### src/rtl/multi_dataflow_tile_sched_pkg.sv
// Shared types and constants for the multi_dataflow tile scheduler.
package multi_dataflow_package;

    typedef enum logic [2:0] {
        IDLE,
        ISSUE,
        WAIT,
        ADVANCE,
        DONE
    } tile_sched_state_t;

    localparam int STREAM_IN1   = 0;
    localparam int STREAM_IN2   = 1;
    localparam int STREAM_OUT_R = 2;

    // Register-file byte offsets of the tiling job fields
    localparam int unsigned REG_NB_TILES          = 32'h20;
    localparam int unsigned REG_IN1_TILE_STRIDE   = 32'h24;
    localparam int unsigned REG_IN2_TILE_STRIDE   = 32'h28;
    localparam int unsigned REG_OUT_R_TILE_STRIDE = 32'h2C;

endpackage

### src/rtl/multi_dataflow_tile_addr_gen.sv
// One stream's tile base-address register: loaded at job start, advanced by
// the latched stride between tiles (silent modulo-2^ADDR_WIDTH wrap).
module multi_dataflow_tile_addr_gen #(
    parameter int ADDR_WIDTH = 32
) (
    input  logic                  clk_i,
    input  logic                  rst_ni,
    input  logic                  clear_i,
    input  logic                  load_i,
    input  logic                  adv_i,
    input  logic [ADDR_WIDTH-1:0] base_i,
    input  logic [ADDR_WIDTH-1:0] stride_i,
    output logic [ADDR_WIDTH-1:0] addr_o
);

    logic [ADDR_WIDTH-1:0] stride_q;

    always_ff @(posedge clk_i or negedge rst_ni) begin
        if (!rst_ni) begin
            addr_o   <= '0;
            stride_q <= '0;
        end else if (clear_i) begin
            addr_o   <= '0;
            stride_q <= '0;
        end else if (load_i) begin
            addr_o   <= base_i;
            stride_q <= stride_i;
        end else if (adv_i) begin
            addr_o   <= addr_o + stride_q;
        end
    end

endmodule

### src/rtl/multi_dataflow_tile_sched.sv
// Tile scheduler: replays one kernel job over nb_tiles tiles, handshaking each
// tile with the datapath FSM. Optional perf counters: MULTI_DATAFLOW_TILE_SCHED_PERF_EN.
module multi_dataflow_tile_sched
    import multi_dataflow_package::*;
#(
    parameter int ADDR_WIDTH = 32,
    parameter int CNT_WIDTH  = 16,
    parameter int N_STREAMS  = 3
) (
    input  logic                                 clk_i,
    input  logic                                 rst_ni,
    input  logic                                 clear_i,
    input  logic                                 start_i,
    input  logic [CNT_WIDTH-1:0]                 cfg_nb_tiles_i,
    input  logic [N_STREAMS-1:0][ADDR_WIDTH-1:0] cfg_base_addr_i,
    input  logic [N_STREAMS-1:0][ADDR_WIDTH-1:0] cfg_tile_stride_i,
    output logic                                 tile_start_o,
    input  logic                                 tile_ready_i,
    input  logic                                 tile_done_i,
    output logic [N_STREAMS-1:0][ADDR_WIDTH-1:0] tile_addr_o,
    output logic [CNT_WIDTH-1:0]                 tile_idx_o,
    output logic                                 busy_o,
    output logic                                 done_o
`ifdef MULTI_DATAFLOW_TILE_SCHED_PERF_EN
    ,
    output logic [31:0]                          perf_cycles_o,
    output logic [31:0]                          perf_stall_o
`endif
);

    tile_sched_state_t    state_q, state_d;
    logic [CNT_WIDTH-1:0] nb_tiles_q;
    logic                 load, adv, last_tile;

    assign load      = (state_q == IDLE) && start_i;
    assign adv       = (state_q == ADVANCE);
    // Only compared in WAIT, where nb_tiles_q >= 1, so the decrement cannot wrap
    assign last_tile = (tile_idx_o == nb_tiles_q - CNT_WIDTH'(1));

    always_comb begin
        state_d = state_q;
        unique case (state_q)
            IDLE:    if (start_i) state_d = (cfg_nb_tiles_i == '0) ? DONE : ISSUE;
            ISSUE:   if (tile_ready_i) state_d = WAIT;
            WAIT:    if (tile_done_i) state_d = last_tile ? DONE : ADVANCE;
            ADVANCE: state_d = ISSUE;
            DONE:    state_d = IDLE;
            default: state_d = IDLE;
        endcase
    end

    always_ff @(posedge clk_i or negedge rst_ni) begin
        if (!rst_ni) begin
            state_q    <= IDLE;
            nb_tiles_q <= '0;
            tile_idx_o <= '0;
        end else if (clear_i) begin
            state_q    <= IDLE;
            nb_tiles_q <= '0;
            tile_idx_o <= '0;
        end else begin
            state_q <= state_d;
            if (load) begin
                nb_tiles_q <= cfg_nb_tiles_i;
                tile_idx_o <= '0;
            end else if (adv) begin
                tile_idx_o <= tile_idx_o + CNT_WIDTH'(1);
            end
        end
    end

    assign tile_start_o = (state_q == ISSUE);
    assign busy_o       = (state_q != IDLE);
    assign done_o       = (state_q == DONE);

    for (genvar s = 0; s < N_STREAMS; s++) begin : g_stream
        multi_dataflow_tile_addr_gen #(
            .ADDR_WIDTH (ADDR_WIDTH)
        ) u_addr_gen (
            .clk_i    (clk_i),
            .rst_ni   (rst_ni),
            .clear_i  (clear_i),
            .load_i   (load),
            .adv_i    (adv),
            .base_i   (cfg_base_addr_i[s]),
            .stride_i (cfg_tile_stride_i[s]),
            .addr_o   (tile_addr_o[s])
        );
    end

`ifdef MULTI_DATAFLOW_TILE_SCHED_PERF_EN
    always_ff @(posedge clk_i or negedge rst_ni) begin
        if (!rst_ni) begin
            perf_cycles_o <= '0;
            perf_stall_o  <= '0;
        end else if (clear_i || load) begin
            perf_cycles_o <= '0;
            perf_stall_o  <= '0;
        end else begin
            if (busy_o && (perf_cycles_o != '1))
                perf_cycles_o <= perf_cycles_o + 32'd1;
            if (tile_start_o && !tile_ready_i && (perf_stall_o != '1))
                perf_stall_o <= perf_stall_o + 32'd1;
        end
    end
`endif

endmodule
### config.mk
export PLATFORM = sky130hd
export DESIGN_NAME = multi_dataflow_tile_sched
export DESIGN_NICKNAME = d
export VERILOG_FILES = /design/src/rtl/multi_dataflow_tile_sched_pkg.sv /design/src/rtl/multi_dataflow_tile_addr_gen.sv /design/src/rtl/multi_dataflow_tile_sched.sv
export SDC_FILE = /design/constraint.sdc
export NUM_CORES = 1
export LEC_CHECK = 0
export BUFFER_PORTS_ARGS = -buffer_cell sky130_fd_sc_hd__buf_2
export CORE_MARGIN = 2
export CORE_UTILIZATION = 30
export DETAILED_ROUTE_END_ITERATION = 8
export GPL_TIMING_DRIVEN = 0
export SYNTH_ARGS = -nofsm -noshare
export SYNTH_HDL_FRONTEND = slang
export SYNTH_SLANG_ARGS = --single-unit
### constraint.sdc
create_clock -name clk_i -period 5.3 [get_ports clk_i]
set_input_delay 0.53 -clock clk_i [delete_from_list [all_inputs] [get_ports clk_i]]
set_output_delay 0.53 -clock clk_i [all_outputs]
set_load 0.05 [all_outputs]
# After elaboration in Yosys (flattened, before gate mapping)

Cells that the tools add are included.
W data, S select, Z words.

Register bits: 227
Output and inout bits: 115
Logic and storage cells: 56

$add $sub $neg: 5
Equal/unequal tests: 8
Mux-type cells: 27
Reductions and logical operators: 7

Operators with widths:

| cell                    | number |
|---|---|
| $mux W32                | 15 |
| $add A32 B32 Y32        | 3 |
| $mux W16                | 5 |
| $mux W3                 | 6 |
| $add A16 B1 Y16 const B | 1 |
| $eq A16 B16 Y1          | 1 |
| $logic_not A16 Y1       | 1 |
| $sub A16 B1 Y16 const B | 1 |
| $pmux W3 S4             | 1 |
| $eq A3 B2 Y1 const B    | 2 |
| $ne A3 B3 Y1 const B    | 2 |
| $reduce_bool A3 Y1      | 2 |
| $eq A3 B1 Y1 const B    | 1 |
| $eq A3 B3 Y1 const B    | 1 |
| $logic_not A3 Y1        | 1 |
| $ne A3 B2 Y1 const B    | 1 |
| $reduce_and A3 Y1       | 1 |
| $reduce_bool A2 Y1      | 1 |
| $logic_and A1 B1 Y1     | 1 |

# Longest topological paths before layout

Gate-level depths: netlist of run 1.

Depth after elaboration: 6
Gate-level depth with buffers: 13
Gate-level depth less buffers: 13

# Cells and area by module

Synthesis of run 1 repeated with hierarchy kept, for this count alone.

Cells, all modules: 1,796
Area, all modules: 15,934.0 µm²

By module, submodules not included:

| module                                                     | instances | cells an instance | area an instance (µm²) |
|---|---|---|---|
| multi_dataflow_tile_addr_gen at g_stream[0].u_addr_gen ... | 2         | 499               | 4,489.3 |
| multi_dataflow_tile_addr_gen at g_stream[2].u_addr_gen     | 1         | 542               | 4,742.0 |
| multi_dataflow_tile_sched                                  | 1         | 256               | 2,213.4 |

# Worst setup path before layout of run 1

OpenSTA, ideal clock, no wires.

Kind: flip-flop to flip-flop
From: register g_stream[1].u_addr_gen.addr_o[0]
To: register g_stream[1].u_addr_gen.addr_o[30]
Library setup time: 0.070 ns
Data arrival time: 3.136 ns
Required time: 5.230 ns
Slack: 2.094 ns
Cell stages (with the launch flop): 14
Buffers on the path: 0
Period minus slack after synthesis: 3.206 ns
Cell sequence: dfrtp_1 -> ha_1 -> inv_1 -> fa_1 -> nor2b_1 -> o31ai_1 -> a21oi_1 -> o21ai_0 -> nand2_1 -> a31o_2 -> a211o_1 -> a21oi_1 -> or4b_2 -> nand3_1

Longest elaborated chain between the ends: 4

RTL lines:

| element                | RTL line                           | text |
|---|---|---|
| from (decl)            | multi_dataflow_tile_addr_gen.sv:13 | `output logic [ADDR_WIDTH-1:0] addr_o` |
| from (signal assigned) | multi_dataflow_tile_addr_gen.sv:26 | `addr_o <= base_i;` |
| from (signal assigned) | multi_dataflow_tile_addr_gen.sv:29 | `addr_o <= addr_o + stride_q;` |
| $add A32 B32 Y32       | multi_dataflow_tile_addr_gen.sv:29 |  |
| $mux W32               | multi_dataflow_tile_addr_gen.sv:28 | `end else if (adv_i) begin` |
| $mux W32               | multi_dataflow_tile_addr_gen.sv:25 | `end else if (load_i) begin` |
| $mux W32               | multi_dataflow_tile_addr_gen.sv:22 | `end else if (clear_i) begin` |

No other way between the ends. The select of a mux whose other input is x is not followed.
A chain may end at the register's enable or synchronous reset.

# Worst setup path after layout of run 1

From: register g_stream[2].u_addr_gen.addr_o[0]
To: register g_stream[2].u_addr_gen.addr_o[28]

Longest elaborated chain between the ends: 4

RTL lines:

| element                | RTL line |
|---|---|
| from (decl)            | multi_dataflow_tile_addr_gen.sv:13 |
| from (signal assigned) | multi_dataflow_tile_addr_gen.sv:26 |
| from (signal assigned) | multi_dataflow_tile_addr_gen.sv:29 |
| $add A32 B32 Y32       | multi_dataflow_tile_addr_gen.sv:29 |
| $mux W32               | multi_dataflow_tile_addr_gen.sv:28 |
| $mux W32               | multi_dataflow_tile_addr_gen.sv:25 |
| $mux W32               | multi_dataflow_tile_addr_gen.sv:22 |

No other way between the ends. The select of a mux whose other input is x is not followed.

==> results of run 1 <==
==> power groups by stage <==
stage / Sequential (W) / Combinational (W) / Clock, W
global placement: 0.00236 / 0.00341 / 0
detailed placement: 0.00237 / 0.00346 / 0
floorplan: 0.00286 / 0.00183 / 0
finish: 0.00234 / 0.00347 / 0.00210
global route: 0.00238 / 0.00379 / 0.00221
CTS: 0.00234 / 0.00347 / 0.00214
==> tightest hold or removal path: stages <==
cell and delay [ns]:
buf_2 0.09, nand2_1 0.04, a21oi_1 0.05
==> flip-flops by register name (all words and copies together), names as in the netlist <==
name                          cells
g_stream.u_addr_gen.addr_o       96
nb_tiles_q                       16
state_q                           3
g_stream.u_addr_gen.stride_q     96
tile_idx_o                       16
==> cells in the final DEF (no fill, tap or decap), types with 10 or more instances in the layout <==
| cell | netlist | routed |
|---|---|---|
| nand2_1 | 361 | 361 |
| buf_2 | 0 | 326 |
| a21oi_1 | 227 | 227 |
| dfrtp_1 | 227 | 227 |
| nor2_1 | 137 | 137 |
| clkbuf_1 | 96 | 106 |
| ha_1 | 95 | 95 |
| o21ai_0 | 89 | 89 |
| xnor2_1 | 63 | 63 |
| xor2_1 | 47 | 47 |
| inv_1 | 38 | 38 |
| nor3_1 | 37 | 37 |
| a21o_1 | 32 | 32 |
| clkbuf_16 | 0 | 31 |
| nand3_1 | 28 | 28 |
| a311oi_1 | 25 | 25 |
| nor2b_1 | 23 | 23 |
| a22oi_1 | 23 | 23 |
| a211oi_1 | 19 | 19 |
| nand4_1 | 17 | 17 |
| o21a_1 | 14 | 14 |
| a221oi_1 | 11 | 11 |
| o21bai_1 | 11 | 11 |
| o31ai_1 | 10 | 10 |
| o211ai_1 | 10 | 10 |
==> cell type report <==
type                            count  area (µm²)  area share (%)
Antenna cell                        3        7.51          0.0410
Buffer                            101         394            2.15
Clock buffer                       49         923            5.04
Clock inverter                      5        78.8           0.430
Inverter                           38         143           0.778
Multi-Input combinational cell   1417        8560            46.7
Sequential cell                   227        5680            31.0
Tap cell                          664         831            4.53
Timing Repair Buffer              330        1710            9.34
==> kinds of logic after synthesis <==
| kind of cell | Yosys count |
|---|---|
| adders and majority gates | 98 |
| DFF | 227 |
| AOI/OAI and AO/OA | 540 |
| muxes | 5 |
| buffers and inverters | 139 |
| and+or+nand+nor | 664 |
| xor gates and xnor gates | 110 |
==> what timing repair did <==
item,CTS,global route
hold endpoints to repair,46,0
setup endpoints to repair,0,0
hold buffers,1,0
setup buffers,0,0
==> through the flow <==
step / setup TNS (ns) / cell area, µm² / std cells
floorplan: 0 / 14800 / 1783
global placement: -135.46 / 17200 / 2774
detailed placement: 0 / 17300 / 2776
CTS: 0 / 18300 / 2831
global route: 0 / 18300 / 2834
finish: 0 / 18300 / 2834
==> routing by layer <==
metal,global-route usage [%],vias to the layer above
met5,0,-
met4,8.50,4
met3,4.24,114
met2,36.4,554
met1,31.3,7203
li1,-,7099
==> worst min path at each step <==
stage,end,depth (start not counted),from
final,g_stream[1].u_addr_gen.stride_q[4]$_DFFE_PN0P_,3,cfg_tile_stride_i[36]
after global routing,g_stream[0].u_addr_gen.stride_q[9]$_DFFE_PN0P_,3,cfg_tile_stride_i[9]
after global placement,g_stream[0].u_addr_gen.stride_q[15]$_DFFE_PN0P_,2,g_stream[0].u_addr_gen.stride_q[15]$_DFFE_PN0P_
after CTS,g_stream[1].u_addr_gen.stride_q[4]$_DFFE_PN0P_,3,cfg_tile_stride_i[36]
after detailed placement,tile_idx_o[11]$_DFFE_PN0P_,1,rst_ni
after floorplan,g_stream[0].u_addr_gen.addr_o[0]$_DFFE_PN0P_,0,rst_ni
==> impl_metrics.toml, run 1 <==
[status]
status = "finished clean"

[setup_path]
cp.depth = 13
reg2reg_from = "g_stream[2].u_addr_gen.addr_o[0]$_DFFE_PN0P_"
cp_data_required_time_ns = 5.79
reg2regPathDepth = 13
cp-endpoint = "g_stream[2].u_addr_gen.addr_o[28]$_DFFE_PN0P_"
startpoint = "g_stream[2].u_addr_gen.addr_o[0]$_DFFE_PN0P_"
r2r_end = "g_stream[2].u_addr_gen.addr_o[28]$_DFFE_PN0P_"
crit_top_cell = "o21ai_0"
cp-start-kind = "flip-flop"
worst_setup_path_end_kind = "flip-flop"
slowest_delay_ns = 0.42
r2r_setup_slack_ns = 1.69
crit_type = "flip-flop to flip-flop"
cp_max_fo = 4
crit_arrival_ns = 4.11
cp_slowest_cell = "dfrtp_1"
path_cells = "ha_1, inv_1, fa_1, nor2b_1, o211ai_1, a21o_1, a21oi_1, a41o_1, a221oi_1, o21ai_0, xor2_1, o21ai_0, a211oi_1"
crit_buf_inv = 1
path_delay_family = "compound AO/OA/AOI/OAI gates"

[synthesis]
yosys.area_share.xor_xnor_pct = 6.52
syn_area_um2 = 14800
synth_top_family_by_area = "compound AO/OA/AOI/OAI gates"
synth_compound_area_share_pct = 22.9
synthAdderAreaFrac_pct = 8.45
synth-seq-cells = 227
ys.flop_type = "dfrtp_1"
syn_inst = 1783
yosys-mux-area-fraction_pct = 0.364
yosys.area.top_type = "dfrtp_1"
async_flop_share_pct = 100
yosysMostFrequentCell = "nand2_1"
synth.distinct_cells = 74
synth_top_area_share_pct = 38.4
synth_edf_count = 0
synth.net_count = 2095
synthTopCellsByCount = "nand2_1 (361), a21oi_1 (227), dfrtp_1 (227)"
yosys_warnings = 0
synthTopCellsByArea = "dfrtp_1 (38%), nand2_1 (9.2%), ha_1 (8.0%)"
postSynthAreaPerCell_um2 = 8.29
ys_seq_area_share_pct = 38.4
synth_simple_gate_area_share_pct = 19.7

[timing]
hold_viol_final = 0
slew_viol_final = 0
fmax_mhz = 277
worst_hold_slack_ns = 0.168
tightest_slew_ns = 1.25
setup_ws_ns = 1.69
fin_crit_ns = 3.61
worst_clock_skew_ns = 0.0306
timing.final.crit_share_pct = 68.2
rsz0062_at_grt = "false"
slew_headroom_pct = 16.4
setup_viol = 0

[global_routing]
antenna_found_initial = 7
grt_pass1_wl_um = 88000
grt_max_degree = 102
gr-usage-all-layers_pct = 23.0
overflow = 0
grt_pass1_vias = 14600

[placement]
portBuffers = 327
place.gp.congestion = 0.936
dp_hpwl_um = 46100
post-place-ws_ns = 1.73

[cts]
post_cts_resize_count = 0
htree_levels = 1
clkLatencyLatePin_ns = 0.59
clk_pin_slew_ns = 0.06
clock-root-buffer = "clkbuf_16"
cts_sinks = 227
cts_tree = "yes"
cts_buffer_depth = 3
cts_buffers = 31

[power]
p_leak_nw = 8.59
power_switching_w = 0.00356
finalPower_w = 0.00791
power_density_nw_per_um2 = 432
combPwrFrac_pct = 43.9
swShare_pct = 45.0
internal-power_w = 0.00435
seq_power_share_pct = 29.6
pwr-share-clk_pct = 26.5
peakVddDrop_uv = 278

[drt]
route.detailed.drc = 0
routedWlPerCell_um = 21.1
routed-wl-met3_um = 4050
drt-vias-per-instance = 5.28
highest_layer = "met5"
wl_um = 59700
antenna_left = 0
dr.pass1.iters = 5
num_vias = 15000
drt_iter0_drc = 1093
drt-met1-wl_um = 26600
wl_met2_um = 26600

[floorplan]
die_area_um2 = 51000
die_width_um = 226
die_h_um = 226
row_count = 81
design.core.area_um2 = 48700
start_util_pct = 30.3
io_pins = 329

[layout]
nets = 2458
area_growth_pct = 24.0
fin_util_pct = 37.6
drive_gt1_share_pct = 18.2
fillers = 5105

[job]
cap_violations = 0

[hold_path]
hp-class = "input port to flip-flop"
(Power assumes the default switching activity.)
==> run 2, diff against run 1 <==
clock period = 3.4 ns   (was 5.3 ns; I/O delays follow)
==> run 2 against run 1 <==
Effect of this change: highest routed layer unchanged; global-route usage increased by 0.27 points; non-clock buffer count increased by 96; sequential share of layout area decreased by 1.7 points; critical endpoint is now g_stream[2].u_addr_gen.addr_o[24]$_DFFE_PN0P_; clock power increased by 56%; combinational power increased by 60%; clock-buffer cell count unchanged; via count increased by 3.2%; cell area increased by 5.8%; worst hold slack got worse by 0.15 ns; sequential cell count unchanged; sequential power increased by 56%; setup slack got worse by 1.5 ns.
==> impl_metrics.toml, run 2 (synthesized netlist as in run 1, its figures left out) <==
[setup_path]
path_cells = "ha_2, inv_1, fa_1, nor2b_2, o211ai_1, a21o_1, a21oi_4, a41oi_1, nor2_1, nor3_1, o41ai_1, xnor2_1, o21ai_0"
crit_arrival_ns = 3.63
cp-start-kind = "flip-flop"
crit_type = "flip-flop to flip-flop"
path_delay_family = "compound AO/OA/AOI/OAI gates"
slowest_delay_ns = 0.39
crit_buf_inv = 1
worst_setup_path_end_kind = "flip-flop"
cp_data_required_time_ns = 3.83
cp_max_fo = 4
cp_slowest_cell = "fa_1"

[power]
combPwrFrac_pct = 44.5
finalPower_w = 0.0125
seq_power_share_pct = 29.2
peakVddDrop_uv = 436
pwr-share-clk_pct = 26.2
swShare_pct = 45.0
power_switching_w = 0.00562
p_leak_nw = 9.02
power_density_nw_per_um2 = 644
internal-power_w = 0.00687

[floorplan]
design.core.area_um2 = 48700
row_count = 81
die_h_um = 226
die_area_um2 = 51000
io_pins = 329
die_width_um = 226
start_util_pct = 30.3

[cts]
cts_tree = "yes"
clkLatencyLatePin_ns = 0.59
htree_levels = 1
cts_buffers = 31
cts_sinks = 227
clock-root-buffer = "clkbuf_16"
clk_pin_slew_ns = 0.06
cts_buffer_depth = 3

[drt]
drt_iter0_drc = 1213
drt-vias-per-instance = 5.28
dr.pass1.iters = 5
route.detailed.drc = 0
wl_um = 61000
antenna_left = 0
routedWlPerCell_um = 20.8
num_vias = 15500

[layout]
final_common_cell = "nand2_1"
area_growth_pct = 31.2
fin_cells = 2930
nets = 2554
fin_util_pct = 39.8
top_regs = "g_stream.u_addr_gen.addr_o: 96 flops, g_stream.u_addr_gen.stride_q: 96 flops"
drive_gt1_share_pct = 18.6
final_cell_mix = "nand2_1 (361), buf_2 (326), dfrtp_1 (227), a21oi_1 (224), nor2_1 (136)"
fillers = 5013

[timing]
fin_crit_ns = 3.20
setup_viol = 0
tightest_slew_ns = 1.19
timing.final.crit_share_pct = 94.1
hold_viol_final = 0
slew_headroom_pct = 20.6
slew_viol_final = 0
fmax_mhz = 313
worst_clock_skew_ns = 0.0289
setup_ws_ns = 0.200

[hold_path]
hp-class = "input port to flip-flop"

[global_routing]
gr-usage-all-layers_pct = 23.3
grt_pass1_vias = 14900
grt_pass1_wl_um = 89300
overflow = 0
antenna_found_initial = 4
grt_max_degree = 102

[placement]
dp_hpwl_um = 46100
portBuffers = 327
place.gp.congestion = 0.936
post-place-ws_ns = -0.171
place_inst = 2776

[status]
status = "finished clean"

[job]
cap_violations = 0
==> run 2: cell types whose count changed in the layout (fill, tap and decap cells not counted), moves of 3 or more <==
cell / previous run / this run
o31ai_2: 0 / 3
o31ai_1: 10 / 7
nor2b_1: 23 / 20
dlygate4sd3_1: 1 / 92
buf_4: 0 / 5
o21ai_0: 89 / 86
clkbuf_1: 106 / 102
clkbuf_2: 0 / 4
nor2b_2: 0 / 3
a21oi_1: 227 / 224
==> run 2: worst paths after layout <==
check | to | cells after the start | from | slack [ns]
min reg2reg | g_stream[0].u_addr_gen.stride_q[15]$_DFFE_PN0P_ | 2 | g_stream[0].u_addr_gen.stride_q[15]$_DFFE_PN0P_ | 0.53
max reg2reg | g_stream[2].u_addr_gen.addr_o[24]$_DFFE_PN0P_ | 13 | g_stream[2].u_addr_gen.addr_o[0]$_DFFE_PN0P_ | 0.20
min | g_stream[2].u_addr_gen.stride_q[3]$_DFFE_PN0P_ | 3 | cfg_tile_stride_i[67] | 0.02
max in group asynchronous | g_stream[1].u_addr_gen.addr_o[2]$_DFFE_PN0P_ | 3 | rst_ni | 2.21
min in group asynchronous | tile_idx_o[10]$_DFFE_PN0P_ | 2 | rst_ni | 0.28
max | g_stream[2].u_addr_gen.addr_o[24]$_DFFE_PN0P_ | 13 | g_stream[2].u_addr_gen.addr_o[0]$_DFFE_PN0P_ | 0.20
==> run 2: what timing repair did <==
item / in CTS / in global routing
hold buffers: 92 / 0
buffers inserted: 0 / 5
pin swaps: 1 / 6
endpoints found under the hold margin: 137 / 0
resized for setup: 5 / 30
endpoints found under the setup margin: 22 / 16
==> run 2: tightest hold or removal path: stages <==
cell and delay (ns):
buf_2 0.11, nand2_1 0.05, a21oi_1 0.06
==> run 2: area by class of cell <==
type	instances	area (µm²)	area share [%]
Sequential cell	227	5680	29.3
Tap cell	664	831	4.29
Inverter	38	143	0.736
Clock buffer	49	923	4.76
Clock inverter	5	78.8	0.407
Timing Repair Buffer	426	2660	13.7
Antenna cell	3	7.51	0.0387
Multi-Input combinational cell	1417	8660	44.7
Buffer	101	399	2.06
==> run 2: routing by layer <==
| metal | wire length (µm) | up-vias | GRT usage (%) |
|---|---|---|---|
| li1 | - | 7282 | - |
| met1 | 27000 | 7483 | 31.6 |
| met2 | 27600 | 582 | 37.5 |
| met3 | 4110 | 108 | 4.03 |
| met4 | 2210 | 2 | 7.95 |
| met5 | 13 | - | 0 |
==> run 2: stage by stage <==
stage | setup TNS (ns) | cell area [µm²] | hold WS, ns
6_report | 0 | 19400 | 0.0186
5_1_grt | -0.0397 | 19400 | 0.00594
4_1_cts | 0 | 19200 | 0.0000102
3_5_place_dp | -1.18 | 17300 | 0.283
3_3_place_gp | -524.92 | 17200 | 0.515
2_1_floorplan | 0 | 14800 | 0.0444
==> run 2: power by group through the flow <==
stage	clock network, W	registers [W]	logic, W
after floorplan	0	0.00445	0.00285
after global placement	0	0.00368	0.00532
after detailed placement	0	0.00369	0.00539
after CTS	0.00334	0.00365	0.00550
after global routing	0.00344	0.00371	0.00604
final	0.00328	0.00365	0.00556
